## config.mk

```make
export PLATFORM = sky130hd
export DESIGN_NAME = stp_loader_param
export DESIGN_NICKNAME = d
export VERILOG_FILES = /design/src/rtl/stp_loader_param.sv
export SDC_FILE = /design/constraint.sdc
export NUM_CORES = 1
export LEC_CHECK = 0
export ABC_AREA = 1
export CORE_UTILIZATION = 40
export CTS_CLUSTER_SIZE = 40
export DETAILED_ROUTE_END_ITERATION = 8
export GPL_TIMING_DRIVEN = 0
export PLACE_DENSITY = 0.83
export SKIP_LAST_GASP = 1
export SYNTH_ARGS = -nofsm -noshare
export SYNTH_HDL_FRONTEND = slang
export SYNTH_SLANG_ARGS = --single-unit
```

## constraint.sdc

```tcl
create_clock -name clk -period 5.7 [get_ports clk]
set_input_delay 1.14 -clock clk [delete_from_list [all_inputs] [get_ports clk]]
set_output_delay 1.14 -clock clk [all_outputs]
set_load 0.05 [all_outputs]
```

## src/rtl/stp_loader_param.sv

```systemverilog
// STP set-polynomial loader: streams N+1 coefficients from data RAM into slot A of S RAM.
// Optional STP_ZERO_FILL_EN zero-fills slot positions N+1..MAX_N after the load.
module stp_loader_param #(
    parameter int BUFFER_SIZE = 1024,
    parameter int COEFF_W     = 16,
    parameter int NUM_SLOTS   = 8,
    parameter int MAX_N       = 10,
    parameter int N_W         = 5,
    localparam int AW  = $clog2(BUFFER_SIZE),
    localparam int A_W = (NUM_SLOTS > 1) ? $clog2(NUM_SLOTS) : 1
) (
    input  logic               clk,
    input  logic               rst,
    input  logic               start_stp,
    input  logic [A_W-1:0]     A,
    input  logic [N_W-1:0]     N,
    input  logic [AW-1:0]      rd_addr_data,
    input  logic [COEFF_W-1:0] rd_data,
    output logic               en_rd_data,
    output logic [AW-1:0]      rd_addr_data_updated,
    output logic               en_wr_S,
    output logic [AW-1:0]      wr_addr_S,
    output logic [COEFF_W-1:0] wr_data_S,
    output logic               en_wr_N,
    output logic [AW-1:0]      wr_addr_N,
    output logic [N_W-1:0]     wr_data_N,
    output logic               done_stp,
    output logic [31:0]        result,
    output logic [31:0]        status
);

    localparam int STRIDE = MAX_N + 1;
    localparam logic [N_W-1:0] NMAX = N_W'(MAX_N);

    typedef enum logic [2:0] {
        S_IDLE,
        S_CHECK,
        S_LOAD,
        S_DRAIN,
`ifdef STP_ZERO_FILL_EN
        S_FILL,
`endif
        S_ERR,
        S_DONE
    } state_t;

    state_t           state, state_nx;
    logic [A_W-1:0]   a_q;
    logic [N_W-1:0]   n_q;
    logic [AW-1:0]    ptr;
    logic [N_W-1:0]   rk;
    logic [N_W-1:0]   wk;
    logic             wv;
    logic             a_bad;
    logic             n_bad;
    logic             fill_wr;
    logic             fin_ok;
    logic [AW-1:0]    base;

    assign a_bad = int'(a_q) >= NUM_SLOTS;
    assign n_bad = int'(n_q) > MAX_N;
    assign base  = AW'(int'(a_q) * STRIDE);

`ifdef STP_ZERO_FILL_EN
    assign fill_wr = (state == S_FILL);
    assign fin_ok  = (state == S_DRAIN || state == S_FILL)
                     && state_nx == S_DONE;
`else
    assign fill_wr = 1'b0;
    assign fin_ok  = (state == S_DRAIN);
`endif

    // writes lag their reads by one cycle; wk tracks the slot position
    assign en_wr_S   = wv | fill_wr;
    assign wr_addr_S = en_wr_S ? base + AW'(wk) : '0;
    assign wr_data_S = wv ? rd_data : '0;

    assign rd_addr_data_updated = ptr;

    always_ff @(posedge clk) begin
        if (rst) begin
            state  <= S_IDLE;
            a_q    <= '0;
            n_q    <= '0;
            ptr    <= '0;
            rk     <= '0;
            wk     <= '0;
            wv     <= 1'b0;
            result <= 32'h0;
            status <= 32'hFFFF_FFFF;
        end else begin
            state <= state_nx;
            wv    <= (state == S_LOAD);
            case (state)
                S_IDLE: begin
                    if (start_stp) begin
                        a_q    <= A;
                        n_q    <= N;
                        ptr    <= rd_addr_data;
                        result <= 32'h0;
                        status <= 32'hFFFF_FFFF;
                    end
                end
                S_CHECK: begin
                    rk <= '0;
                    if (a_bad)
                        status <= 32'd3;
                    else if (n_bad)
                        status <= 32'd2;
                end
                S_LOAD: begin
                    rk  <= rk + 1'b1;
                    wk  <= rk;
                    ptr <= ptr + 1'b1;
                end
                default: begin
                    wk <= wk + 1'b1;
                end
            endcase
            if (fin_ok) begin
                result <= 32'd1;
                status <= 32'd0;
            end
        end
    end

    always_comb begin
        state_nx   = state;
        en_rd_data = 1'b0;
        en_wr_N    = 1'b0;
        wr_addr_N  = '0;
        wr_data_N  = '0;
        done_stp   = 1'b0;
        case (state)
            S_IDLE: begin
                if (start_stp)
                    state_nx = S_CHECK;
            end
            S_CHECK: begin
                if (a_bad || n_bad) begin
                    state_nx = S_ERR;
                end else begin
                    en_wr_N   = 1'b1;
                    wr_addr_N = AW'(a_q);
                    wr_data_N = n_q;
                    state_nx  = S_LOAD;
                end
            end
            S_LOAD: begin
                en_rd_data = 1'b1;
                if (rk == n_q)
                    state_nx = S_DRAIN;
            end
            S_DRAIN: begin
`ifdef STP_ZERO_FILL_EN
                if (n_q == NMAX)
                    state_nx = S_DONE;
                else
                    state_nx = S_FILL;
`else
                state_nx = S_DONE;
`endif
            end
`ifdef STP_ZERO_FILL_EN
            S_FILL: begin
                if (wk == NMAX)
                    state_nx = S_DONE;
            end
`endif
            S_ERR: begin
                state_nx = S_DONE;
            end
            S_DONE: begin
                done_stp = 1'b1;
                state_nx = S_IDLE;
            end
            default: begin
                state_nx = S_IDLE;
            end
        endcase
    end

endmodule
```

==> out/metrics.cfg, run 1 <==
[run_status]
status=finished clean

[place]
pre_cts_slack_ps=1562
gp_congestion=0.8421
dp.cells=674
io_buffers=113
hpwl_mm=5.797

[layout]
final-seq-area_um2=700.7
utilization_pct=63.59
drive_gt1_share_pct=15.70
finalNonFillerCells=682
fin_nets=639
fillers=599
synthToLayoutAreaGrowth_pct=53.47
multi_input_area_um2=1434
diodes=0

[global_routing]
antenna_found_initial=0
grtUsageTotal_pct=18.86
grt_overflow=0
grt_pass1_vias=2659
grt_start_max_net_pins=33
grt_pass1_wl_mm=11.37

[timing]
worst_slew_pin_slew_ps=948.4
setup_viol=0
finalSetupTns_ps=0
finalCritPeriodShare_pct=77.45
finalMaxSlewViolations=0
final.setup_skew_ps=11.41
fin_ws_ps=1285
rsz0062_at_grt=false
max_slew_margin_pct=36.69
fmax_mhz=226.5
hold_viol_final=0
min_period_ps=4415

[synth]
synth_top_area_cell=dfxtp_1
yosys_warnings=0
syn_area_um2=2815
synth_common_cells=nand2_1 (90), buf_4 (72), inv_1 (62), dfxtp_1 (35), a21oi_1 (31)
synth_area_leaders=dfxtp_1 (25%), buf_4 (19%), nand2_1 (12%)
ys_ff_latch=35
synthArstFlopShare_pct=0
avgSynthCellArea_um2=6.640
synthMostInstantiatedCell=nand2_1
synth_enable_flop_cells=0
ys_types=29
synthFlopType=dfxtp_1
synth_cells=424
synth_top_area_share_pct=24.89
ys_seq_area_share_pct=24.89

[die]
fp.coreArea_um2=6794
dieArea_um2=7377
io_pins=156
initial_core_util_pct=41.44
die_x_um=85.89
dieHeight_um=85.89
row_count=30

[cts]
cts_resized=0
numCtsBuffers=5
cts_tree=built
htree_num_levels=2
cts_sinks=35
clock-root-buffer=clkbuf_8
postCtsHoldBufs=0
cts.clk_slew.worst_paths_ps=70
worstSkewPairLatency_ps=300
cts_setup_buffers=0
cts.path.max_buffers=2

[routing]
drt_iter0_markers=113
vias_per_cell=4.377
drc=0
finalWirelength_mm=7.186
wl_per_cell_um=10.54
vias=2985
ant_nets=0
dr.pass1.iters=4

[pwr]
seqPwrFrac_pct=22.1
combPwrFrac_pct=66.7
vdd_ir_drop_max_mv=0.2788
clkPwrFrac_pct=11.1
internal_power_uw=844.5
leakagePower_uw=0.002144
swShare_pct=53.53
power.density_nw_per_um2=420.6
power_uw=1817
netSwitchingPower_uw=972.9

[min_path]
hp-start=result[0]
hold_path_depth=2
holdPathEnd=result[0]
hold_class=flip-flop to flip-flop

[setup_path]
r2r_end=rd_addr_data_updated[8]
critPathRequiredTime_ps=4560
worstRegToRegCells=8
crit_path_start_kind=flip-flop
reg2reg_slack_ps=4170
path_max_fanout=4
timing.rr.start=state[1]
crit_arrival_ps=3270
end_kind=primary output
crit_type=flip-flop to primary output

[run]
maxCapViolCount=0

[cell type report]
cell class,instances,share of cell area [%]
multi-input cells,283,33.19
plain buffers,82,13.67
inverters,65,5.647
clock buffers,8,2.317
flip-flops and latches,35,16.22
well taps,96,2.780
repair buffers,113,26.18
[critical path: stages, from the launching register on]
cell and delay, ps:
dfxtp_1 420, ha_1 280, fa_1 530, inv_1 70
fa_1 400, inv_1 90, nand3_1 70, nand2_1 80
o21ai_0 70, a21oi_1 130, clkdlybuf4s50_1 820
[layer usage]
metal / wire length, um / part of all wire (%) / vias up / track usage, %
li1: - / - / 1537 / -
met1: 2851 / 40 / 1322 / 20.20
met2: 3746 / 52 / 123 / 36.94
met3: 559 / 7.8 / 3 / 4.139
met4: 29 / 0.40 / 0 / 4.697
met5: 0 / 0 / - / 0
[flip-flops by register name (all words and copies together), names as in the netlist]
register / cells
a_q: 3
en_wr_S: 1
n_q: 5
rd_addr_data_updated: 10
result: 1
rk: 5
state: 3
status: 2
wk: 5
[cells in the final DEF (no fill, tap or decap)]
cell | synthesis | layout
clkdlybuf4s50_1 | 0 | 113
nand2_1 | 90 | 90
buf_4 | 72 | 72
inv_1 | 62 | 62
conb_1 | 1 | 42
dfxtp_1 | 35 | 35
a21oi_1 | 31 | 31
nand3_1 | 30 | 30
nor2_1 | 27 | 27
o21ai_0 | 23 | 23
ha_1 | 13 | 13
clkbuf_8 | 0 | 7
clkbuf_1 | 4 | 5
buf_2 | 4 | 4
fa_1 | 4 | 4
inv_2 | 3 | 3
a31oi_1 | 3 | 3
a211oi_1 | 3 | 3
xor2_1 | 3 | 3
nor2_2 | 2 | 2
or2_0 | 2 | 2
o31ai_1 | 2 | 2
xnor2_1 | 2 | 2
nand4_1 | 1 | 1
nor3_1 | 1 | 1
nor2_4 | 1 | 1
buf_6 | 1 | 1
buf_1 | 1 | 1
o211ai_2 | 1 | 1
o211ai_1 | 1 | 1
or2_2 | 1 | 1
[kinds of logic after synthesis]
logic type | after synthesis | share of synthesized area [%]
AOI/OAI and AO/OA | 64 | 12.31
xor gates and xnor gates | 5 | 1.556
adders and majority gates | 17 | 8.622
buffers and inverters | 147 | 29.64
DFF | 35 | 24.89
other | 1 | 0.1332
and+or+nand+nor | 155 | 22.84
[per-stage QoR]
step                      hold slack, ps  instance area [um2]
after floorplan                    459.0                 2969
after global placement             454.0                 4220
after detailed placement           465.2                 4220
after CTS                          473.6                 4320
after global routing               512.7                 4320
final                              471.1                 4320
[worst max path at each step]
stage / slack (ps) / depth (start not counted) / to / from
floorplan: 1870 / 9 / wr_addr_S[5] / a_q[1]
global placement: 1600 / 10 / wr_addr_S[5] / a_q[1]
detailed placement: 1560 / 10 / wr_addr_S[5] / a_q[1]
CTS: 1250 / 10 / wr_addr_S[5] / a_q[1]
global route: 1090 / 10 / wr_addr_S[5] / a_q[1]
finish: 1290 / 10 / wr_addr_S[5] / a_q[1]
[power by group through the flow]
stage               sequential (uW)  clock, uW  combinational [uW]
finish                          402        202                1210
global route                    417        210                1300
CTS                             402        199                1220
detailed placement              407          0                1210
global placement                404          0                1190
floorplan                       501          0                 777
Note: power is estimated with default switching activity, not from simulation.
==> run 2: changes to the inputs <==
Settings changed: CORE_UTILIZATION 40 to 36, PLACE_DENSITY 0.83 to 0.79.
Clock period 5.7 ns to 3.67 ns, I/O delays scaled along.
==> run 2 against run 1 <==
Via count rose by 0.30%; non-clock buffer count did not move; first-iteration DRC count fell by 36%; utilization fell by 5.5 points; combinational power rose by 57%; sequential share of layout area rose by 0.066 points; highest routed layer unchanged; critical endpoint unchanged; global-route usage barely moved; flip-flop and latch count did not move; total power rose by 56%.
==> out/metrics.cfg, run 2 (synthesis results as in run 1) <==
[cts]
worstSkewPairLatency_ps=290  ; was 300 ps
numCtsBuffers=5  ; unchanged
postCtsHoldBufs=0  ; unchanged
clock-root-buffer=clkbuf_8  ; unchanged
cts_sinks=35  ; unchanged
cts_setup_buffers=0  ; unchanged
cts.path.max_buffers=2  ; unchanged
htree_num_levels=2  ; unchanged
cts_tree=built  ; unchanged
cts.clk_slew.worst_paths_ps=70  ; about the same

[routing]
finalWirelength_mm=7.726  ; was 7.186 mm
drt_iter0_markers=72  ; was 113
wl_per_cell_um=11.28  ; was 10.54 um
vias_per_cell=4.371  ; was 4.377
ant_nets=0  ; unchanged
dr.pass1.iters=4  ; unchanged
vias=2994  ; was 2985
drc=0  ; unchanged

[setup_path]
r2r_end=a_q[1]  ; was rd_addr_data_updated[8]
path_cells=ha_1 -> fa_1 -> inv_1 -> fa_1 -> inv_1 -> nand3_1 -> nand2_1 -> o21ai_0 -> a21oi_1 -> clkbuf_2  ; was ha_1 -> fa_1 -> inv_1 -> fa_1 -> inv_1 -> nand3_1 -> nand2_1 -> o21ai_0 -> a21oi_1 -> clkdlybuf4s50_1
crit_cells=10  ; unchanged
path_max_fanout=4  ; unchanged
crit_arrival_ps=2790  ; was 3270 ps
critical-path-slowest-cell=fa_1  ; was clkdlybuf4s50_1
cp_num_buf_inv=3  ; unchanged
startpoint=a_q[1]  ; unchanged
endpoint=wr_addr_S[5]  ; unchanged
end_kind=primary output  ; unchanged
timing.rr.start=state[1]  ; unchanged
slowest_delay_ps=540  ; was 820 ps
worstRegToRegCells=7  ; was 8
crit_type=flip-flop to primary output  ; unchanged
crit_path_start_kind=flip-flop  ; unchanged
critPathRequiredTime_ps=2940  ; was 4560 ps
cpLargestDelayFamily=adder cells  ; unchanged
reg2reg_slack_ps=2060  ; was 4170 ps

[pwr]
vdd_ir_drop_max_mv=0.4037  ; was 0.2788 mV
seqPwrFrac_pct=22.2  ; was 22.1%
internal_power_uw=1315  ; was 844.5 uW
swShare_pct=53.69  ; was 53.53%
netSwitchingPower_uw=1524  ; was 972.9 uW
combPwrFrac_pct=66.9  ; was 66.7%
power.density_nw_per_um2=659.8  ; was 420.6 nW/um2
clkPwrFrac_pct=10.8  ; was 11.1%
leakagePower_uw=0.002154  ; was 0.002144 uW

[die]
io_pins=156  ; unchanged
die_x_um=90.43  ; was 85.89 um
dieHeight_um=90.43  ; was 85.89 um
dieArea_um2=8178  ; was 7377 um2
row_count=31  ; was 30
fp.coreArea_um2=7408  ; was 6794 um2
initial_core_util_pct=38.00  ; was 41.44%

[timing]
finalCritPeriodShare_pct=96.11
min_period_ps=3527
worst_slew_pin_slew_ps=979.6  ; was 948.4 ps
rsz0062_at_grt=true  ; was false
finalMaxSlewViolations=0  ; unchanged
final.setup_skew_ps=4.037  ; was 11.41 ps
hold_viol_final=0  ; unchanged
setup_viol=0  ; unchanged
fmax_mhz=283.5
max_slew_margin_pct=34.60  ; was 36.69%
finalSetupTns_ps=0  ; unchanged

[run]
maxCapViolCount=0  ; unchanged

[layout]
stdcell_area_um2=4303  ; was 4320 um2
final-seq-area_um2=700.7  ; unchanged
layout_commonest_cell=clkdlybuf4s50_1  ; unchanged
diodes=0  ; unchanged
final_cell_mix=clkdlybuf4s50_1 (108), nand2_1 (90), buf_4 (72)  ; was clkdlybuf4s50_1 (113), nand2_1 (90), buf_4 (72)
fin_nets=639  ; unchanged
multi_input_area_um2=1434  ; unchanged
drive_gt1_share_pct=16.38  ; was 15.70%
utilization_pct=58.08  ; was 63.59%
fillers=680  ; was 599
largest_reg_flops=10  ; unchanged
synthToLayoutAreaGrowth_pct=52.84  ; was 53.47%

[global_routing]
grt_pass1_wl_mm=12.84  ; was 11.37 mm
grt_start_max_net_pins=33  ; unchanged
grt_pass1_vias=2793  ; was 2659
grtUsageTotal_pct=18.90  ; was 18.86%
grt_overflow=0  ; unchanged
antenna_found_initial=0  ; unchanged

[place]
gp_congestion=0.8983  ; was 0.8421
io_buffers=113  ; unchanged
dpl_cell_area_um2=4224  ; was 4220 um2
hpwl_mm=6.210  ; was 5.797 mm

[min_path]
hold_class=flip-flop to flip-flop  ; unchanged
hold_path_depth=2  ; unchanged

[run_status]
status=finished clean  ; unchanged

-- run 2: cell types whose count changed in the layout (fill, tap and decap cells not counted) --
cell	before	now
clkbuf_2	0	4
clkdlybuf4s50_1	113	108
dlygate4sd2_1	0	1
-- run 2: final cells by class --
class	instances	share of cell area, %
multi-input combinational	283	33.32
sequential	35	16.28
clock buffer	8	2.326
tap	99	2.879
inverter	65	5.670
timing repair buffer	113	25.79
buffer	82	13.72
-- run 2: worst reg2reg max path: stages (launching register included) --
cell and delay, ps:
dfxtp_1 340, nor2_1 180, nand2_1 150, nor2_4 230
inv_2 130, buf_2 210, o21ai_0 210, a21oi_1 60
-- run 2: what timing repair did --
item | CTS | global route
endpoints found under the setup margin | 5 | 4
gates resized for setup | 5 | 8
pin swaps | 0 | 0
-- run 2: how the worst min path moves through the flow --
stage	end	slack [ps]	startpoint
after CTS	result[0]	490	result[0]
after detailed placement	result[0]	480	result[0]
after global placement	wk[3]	470	wk[3]
after global routing	result[0]	510	result[0]
final	result[0]	490	result[0]
after floorplan	wk[3]	460	wk[3]
-- run 2: power by group through the flow --
stage	sequential (uW)	combinational, uW	clock, uW
global route	650	2050	326
floorplan	778	1210	0
CTS	631	1900	313
detailed placement	638	1900	0
global placement	632	1860	0
finish	631	1900	308
-- run 2: per-stage QoR --
stage | total power, uW | setup slack (ps) | std cells | hold slack (ps)
2_1_floorplan | 1985 | 247.1 | 465 | 459.0
3_3_place_gp | 2489 | -24.43 | 677 | 470.3
3_5_place_dp | 2533 | -69.60 | 677 | 481.7
4_1_cts | 2846 | -103.3 | 685 | 491.7
5_1_grt | 3024 | -72.43 | 685 | 509.8
6_report | 2839 | 142.8 | 685 | 490.0
-- run 2: layer usage --
metal / up-vias / wire length (um) / track usage, %
li1: 1526 / - / -
met5: - / 0 / 0
met1: 1317 / 3206 / 21.78
met3: 7 / 595 / 3.872
met4: 0 / 66 / 4.435
met2: 144 / 3858 / 35.43
==> run 3: changes to the inputs <==
Settings changed: GPL_ROUTABILITY_DRIVEN from default to 0.
==> results of run 3 <==
Same layout as run 2: the final DEF is identical, and so are final timing and power.
